## config.mk

```make
export PLATFORM = sky130hd
export DESIGN_NAME = param_step_counter_flat
export DESIGN_NICKNAME = d
export VERILOG_FILES = /design/src/rtl/param_step_counter_pkg.sv /design/src/rtl/param_step_counter_if.sv /design/src/rtl/param_step_counter_tick_gen.sv /design/src/rtl/param_step_counter.sv /design/src/flat_wrapper.sv
export SDC_FILE = /design/constraint.sdc
export NUM_CORES = 1
export LEC_CHECK = 0
export BUFFER_PORTS_ARGS = -buffer_cell sky130_fd_sc_hd__buf_2
export CELL_PAD_IN_SITES_DETAIL_PLACEMENT = 1
export CELL_PAD_IN_SITES_GLOBAL_PLACEMENT = 1
export CORE_MARGIN = 4
export CORE_UTILIZATION = 49
export CTS_CLUSTER_SIZE = 40
export DETAILED_ROUTE_END_ITERATION = 10
export PLACE_DENSITY = 0.92
export SLEW_MARGIN = 0
export SYNTH_ARGS = -nofsm -noshare
export SYNTH_HDL_FRONTEND = slang
export SYNTH_SLANG_ARGS = --single-unit
```

## constraint.sdc

```tcl
create_clock -name clk -period 6 [get_ports clk]
set_input_delay 1.2 -clock clk [delete_from_list [all_inputs] [get_ports clk]]
set_output_delay 1.2 -clock clk [all_outputs]
set_load 0.01 [all_outputs]
```

## src/rtl/param_step_counter_pkg.sv

```systemverilog
// Shared definitions for the step counter: mode encodings and the prescaler
// width helper.
package counter_pkg;

  typedef enum logic [1:0] {
    MODE_HOLD = 2'b00,
    MODE_UP1  = 2'b01,
    MODE_UPS  = 2'b10,
    MODE_DNS  = 2'b11
  } mode_e;

  // Bits needed to hold the values 0..value-1; returns 0 for value <= 1.
  function automatic int clog2(input int value);
    int w;
    w = 0;
    for (int i = 0; i < 31; i++) begin
      if ((32'd1 << i) < value) w = i + 1;
    end
    return w;
  endfunction

endpackage

```

## src/rtl/param_step_counter_if.sv

```systemverilog
// Control and status bundle of the step counter; master drives the controls,
// slave (the counter) returns the count, terminal-count and tick.
interface param_step_counter_if #(
  parameter int WIDTH = 4
);
  logic             en;
  logic             sync_clr;
  logic [1:0]       sel;
  logic             load;
  logic [WIDTH-1:0] load_val;
  logic [WIDTH-1:0] Q;
  logic             tc;
  logic             tick;

  modport master (
    output en, sync_clr, sel, load, load_val,
    input  Q, tc, tick
  );

  modport slave (
    input  en, sync_clr, sel, load, load_val,
    output Q, tc, tick
  );
endinterface

```

## src/rtl/param_step_counter_tick_gen.sv

```systemverilog
// Tick prescaler: counts 0..DIV-1 while enabled and emits a registered
// one-cycle tick on each wrap. Disabled cycles freeze both phase and tick.
module tick_gen
  import counter_pkg::*;
#(
  parameter int DIV = 50_000_000
) (
  input  logic clk,
  input  logic Clear_n,
  input  logic clr,
  input  logic en,
  output logic tick
);

  localparam int              PW   = (clog2(DIV) < 1) ? 1 : clog2(DIV);
  localparam logic [PW-1:0]   LAST = PW'(DIV - 1);

  logic [PW-1:0] pre;

  // NOTE: sequential state uses non-blocking (<=) so every register samples
  // pre-edge values, independent of the order of statements or processes.
  always_ff @(posedge clk or negedge Clear_n) begin
    if (!Clear_n) begin
      pre  <= '0;
      tick <= 1'b0;
    end else if (clr) begin
      pre  <= '0;
      tick <= 1'b0;
    end else if (en) begin
      if (pre == LAST) begin
        pre  <= '0;
        tick <= 1'b1;
      end else begin
        pre  <= pre + 1'b1;
        tick <= 1'b0;
      end
    end
  end

endmodule

```

## src/rtl/param_step_counter.sv

```systemverilog
// Up/down step counter advanced by an internal prescaler tick, with
// synchronous clear, parallel load, and wrap or saturate on overflow.
module param_step_counter
  import counter_pkg::*;
#(
  parameter int WIDTH = 4,
  parameter int DIV   = 50_000_000,
  parameter int STEP  = 2,
  parameter int WRAP  = 1
) (
  input logic                clk,
  input logic                Clear_n,
  param_step_counter_if.slave bus
);

  localparam logic [WIDTH:0] MAX_Q  = {1'b0, {WIDTH{1'b1}}};
  localparam logic [WIDTH:0] STEP_X = (WIDTH + 1)'(STEP);
  localparam logic [WIDTH:0] ONE_X  = (WIDTH + 1)'(1);

  logic             tick;
  logic             count;
  mode_e            mode;
  logic [WIDTH-1:0] q;
  logic             tc;
  logic [WIDTH:0]   q_ext;
  logic [WIDTH:0]   k;
  logic [WIDTH:0]   sum;
  logic [WIDTH-1:0] diff;
  logic [WIDTH-1:0] q_next;
  logic             tc_next;

  tick_gen #(.DIV(DIV)) u_tick_gen (
    .clk     (clk),
    .Clear_n (Clear_n),
    .clr     (bus.sync_clr),
    .en      (bus.en),
    .tick    (tick)
  );

  // A tick held through an en=0 stretch is spent only once en returns.
  assign count = bus.en & tick;
  assign mode  = mode_e'(bus.sel);
  assign q_ext = {1'b0, q};

  // NOTE: every variable written here gets a default first, so no path can
  // leave one unassigned and infer a latch.
  always_comb begin
    k       = (mode == MODE_UP1) ? ONE_X : STEP_X;
    sum     = '0;
    diff    = '0;
    q_next  = q;
    tc_next = 1'b0;
    unique case (mode)
      MODE_HOLD: ;
      MODE_UP1, MODE_UPS: begin
        sum = q_ext + k;
        if (sum > MAX_Q) begin
          tc_next = 1'b1;
          q_next  = (WRAP != 0) ? sum[WIDTH-1:0] : MAX_Q[WIDTH-1:0];
        end else begin
          q_next  = sum[WIDTH-1:0];
        end
      end
      MODE_DNS: begin
        // Modulo-2**WIDTH difference is already the wrapped result.
        diff = q - k[WIDTH-1:0];
        if (q_ext < k) begin
          tc_next = 1'b1;
          q_next  = (WRAP != 0) ? diff : '0;
        end else begin
          q_next  = diff;
        end
      end
    endcase
  end

  always_ff @(posedge clk or negedge Clear_n) begin
    if (!Clear_n) begin
      q  <= '0;
      tc <= 1'b0;
    end else if (bus.sync_clr) begin
      q  <= '0;
      tc <= 1'b0;
    end else if (bus.load) begin
      q  <= bus.load_val;
      tc <= 1'b0;
    end else if (count) begin
      q  <= q_next;
      tc <= tc_next;
    end else begin
      tc <= 1'b0;
    end
  end

  assign bus.Q    = q;
  assign bus.tc   = tc;
  assign bus.tick = tick;

endmodule

```

## src/flat_wrapper.sv

```systemverilog
// flat-port wrapper written by rule: the top's interface ports become plain ports
module param_step_counter_flat import counter_pkg::*;
#(
  parameter int WIDTH = 4,
  parameter int DIV   = 50_000_000,
  parameter int STEP  = 2,
  parameter int WRAP  = 1
)
  (clk, Clear_n, bus_en, bus_sync_clr, bus_sel, bus_load, bus_load_val, bus_Q, bus_tc, bus_tick);
  param_step_counter_if #(.WIDTH(WIDTH)) bus_i ();
  input logic clk;
  input logic Clear_n;
  input wire logic [$bits(bus_i.en)-1:0] bus_en;
  input wire logic [$bits(bus_i.sync_clr)-1:0] bus_sync_clr;
  input wire logic [$bits(bus_i.sel)-1:0] bus_sel;
  input wire logic [$bits(bus_i.load)-1:0] bus_load;
  input wire logic [$bits(bus_i.load_val)-1:0] bus_load_val;
  output wire logic [$bits(bus_i.Q)-1:0] bus_Q;
  output wire logic [$bits(bus_i.tc)-1:0] bus_tc;
  output wire logic [$bits(bus_i.tick)-1:0] bus_tick;
  assign bus_i.en = bus_en;
  assign bus_i.sync_clr = bus_sync_clr;
  assign bus_i.sel = bus_sel;
  assign bus_i.load = bus_load;
  assign bus_i.load_val = bus_load_val;
  assign bus_Q = bus_i.Q;
  assign bus_tc = bus_i.tc;
  assign bus_tick = bus_i.tick;
  param_step_counter #(.WIDTH(WIDTH), .DIV(DIV), .STEP(STEP), .WRAP(WRAP)) u_core (.clk(clk), .Clear_n(Clear_n), .bus(bus_i));
endmodule
```

==> results_dict.tcl <==
set metrics [dict create \
    total_power_mw 0.4276 \
    clk_pin_slew_ns 0.06 \
    rsz0062_at_grt "false" \
    synth_top_flop_cell "dfrtp_1" \
    fin_area_mm2 0.002135 \
    row_count 22 \
    gp_congestion 0.8447 \
    cts_max_level 2 \
    multi_input_area_mm2 0.001071 \
    slew_headroom_pct 51.34 \
    hp-class "reg2reg" \
    io_buffers 16 \
    viasPerCell 6.469 \
    run_status "complete, no violations" \
    regArea_um2 800.8 \
    finalClockSkew_ns 0.008472 \
    finish.utilization_pct 56.60 \
    coreArea_mm2 0.003771 \
    grt_pass1_wl_um 9411 \
    clockRootBuffer "clkbuf_8" \
    timing.fmax_mhz 352.5 \
    grt_antenna_before_repair 0 \
    avgSynthCellArea_um2 9.147 \
    final-hold-violation-count 0 \
    synth-edff-count 0 \
    grt.overflow.total 0 \
    yosysUniqueCellTypes 44 \
    yosysWarningCount 0 \
    cts_buffers 5 \
    layout_common_cells "dfrtp_1 (32), a21oi_1 (22), buf_2 (16)" \
    mostFrequentLayoutCell "dfrtp_1" \
    grt_max_degree 33 \
    tns_ns 0 \
    min-delay-start "u_core.u_tick_gen.pre[19]" \
    grtUsageTotal_pct 23.40 \
    critPathRequiredTime_ns 6.18 \
    drive_above_1_share_pct 13.10 \
    cp-end-kind "register" \
    reg2reg_depth 5 \
    finalMaxSlewViolations 0 \
    die-height_um 71.50 \
    syn_inst 216 \
    start_util_pct 52.39 \
    ctsHoldBuffers 0 \
    power.leakage_nw 0.8488 \
    placed_area_mm2 0.002057 \
    drt-wirelength-per-cell_um 20.38 \
    fin_ws_ns 3.163 \
    seq_area_frac_synth_pct 40.53 \
    r2r-end "u_core.u_tick_gen.pre[24]" \
    holdPathStages 2 \
    crit_path_max_fanout 4 \
    postCtsSetupRepairBufs 0 \
    ios 17 \
    crit_type "in2reg" \
    ys_ff_latch 32 \
    hold_path_end "u_core.u_tick_gen.pre[19]" \
    drt_iter0_drc 111 \
    critPathLaunchType "primary input" \
    drt_pass1_iterations 4 \
    drc 0 \
    fin_nets 249 \
    diodes 0 \
    fin_crit_ns 2.837 \
    worstSkewPairLatency_ns 0.28 \
    wl_um 5646 \
    ir_worst_vdd_v 0.0001056 \
    cts_tree "yes" \
    dieArea_mm2 0.005112 \
    area_delta_synth_final_pct 8.043 \
    async_flop_share_pct 100.0 \
    clkSinkCount 32 \
    place_ws_ns 2.931 \
    rr_startpoint "u_core.u_tick_gen.pre[0]" \
    post-route-period-util_pct 47.28 \
    grt_pass1_vias 1876 \
    synth_nets 236 \
    vias 1792 \
    drtAntennaViolNets 0 \
    dp_hpwl_um 4119 \
    reg2reg_setup_slack_ns 3.94 \
    cts_resized 0 \
    die_w_um 71.50 \
    maxCapViolCount 0 \
    setup_violations 0 \
    fillers 447 \
    tightest_slew_ns 0.7298 \
    critPathArrivalTime_ns 3.02 \
    netlist_area_mm2 0.001976 \
    cts_max_path_buffers 2 \
    p_per_area_mw_per_mm2 200.3 \
]
==> state kept, by name, summed over array words and instances (netlist names) <==
signal and cells:
u_core.u_tick_gen.tick 1, u_core.bus.tc 1, u_core.u_tick_gen.pre 26, u_core.bus.Q 4
==> logic make-up (layout without fill, tap and decap cells) <==
logic type | after synthesis | in the layout | synth area share (%)
adders and majority gates | 9 | 9 | 6.080
xor gates and xnor gates | 10 | 10 | 4.433
DFF | 32 | 32 | 40.53
buffers and inverters | 22 | 35 | 5.257
AOI/OAI and AO/OA | 52 | 52 | 16.85
and+or+nand+nor | 91 | 91 | 26.85
==> cells in the mapped netlist (2+ instances only) <==
| cell type | n | share of area [%] |
|---|---|---|
| dfrtp_1 | 32 | 41 |
| a21oi_1 | 22 | 5.6 |
| nor2_1 | 15 | 2.8 |
| nand2_1 | 13 | 2.5 |
| inv_1 | 12 | 2.3 |
| nand4_1 | 10 | 3.2 |
| o21ai_0 | 10 | 2.5 |
| or3_1 | 9 | 2.8 |
| xnor2_1 | 9 | 4.0 |
| ha_1 | 8 | 5.1 |
| nand3_1 | 8 | 2.0 |
| o31ai_1 | 7 | 2.7 |
| clkbuf_1 | 5 | 0.95 |
| nand2b_1 | 5 | 1.6 |
| nor3_1 | 5 | 1.3 |
| or4_1 | 5 | 1.9 |
| and4_1 | 4 | 1.8 |
| nor4_1 | 3 | 0.95 |
| or4_4 | 3 | 1.7 |
| and2_1 | 2 | 0.63 |
| and3_1 | 2 | 0.63 |
| buf_2 | 2 | 0.51 |
| buf_6 | 2 | 1.1 |
| nor4b_1 | 2 | 0.89 |
| o211ai_1 | 2 | 0.76 |
==> metrics by stage <==
stage,hold WS [ns],cells
CTS,0.5628,277
global placement,0.5331,270
finish,0.5613,277
detailed placement,0.5610,270
global route,0.5851,277
floorplan,0.5130,216
==> metal layers <==
metal | track usage (%) | wire length [µm] | up-vias
met5 | 0 | 0 | -
met4 | 10.65 | 159 | 0
met3 | 5.891 | 330 | 17
met2 | 39.08 | 2767 | 62
met1 | 28.29 | 2389 | 900
li1 | - | - | 813
==> cell type report <==
type                       count  share of cell area (%)
clock buffer                   6                   3.400
clock inverter                 1                  0.2345
inverter                      12                   2.110
multi-input combinational    162                   50.18
sequential                    32                   37.51
tap                           48                   2.814
timing repair buffer          16                   3.751
==> worst max-delay path, cell delays in order <==
cell and delay (ns):
buf_2 0.11, inv_1 0.09, ha_1 0.21, inv_1 0.12, ha_1 0.33, inv_1 0.08, ha_1 0.20, a21oi_1 0.13
a21oi_1 0.13, o31ai_1 0.23, o2bb2ai_1 0.17
==> report_power, final <==
part / switching (mW) / internal (mW) / total, mW
Clock: 0.0761 / 0.0787 / 0.155
Sequential: 0.00577 / 0.219 / 0.225
Combinational: 0.0315 / 0.0163 / 0.0478
Total: 0.113 / 0.314 / 0.428
==> worst max path at each step <==
stage	end	slack (ns)	depth (start not counted)	from
2_1_floorplan	u_core.u_tick_gen.pre[24]	3.29	6	bus_sync_clr
3_3_place_gp	u_core.u_tick_gen.pre[25]	3.01	5	bus_sync_clr
3_5_place_dp	u_core.bus.Q[2]	2.93	11	bus_sel[1]
4_1_cts	u_core.bus.Q[2]	3.17	11	bus_sel[1]
5_1_grt	u_core.bus.Q[2]	3.02	11	bus_sel[1]
6_report	u_core.bus.Q[2]	3.16	11	bus_sel[1]
Note: power is estimated with default switching activity, not from simulation.
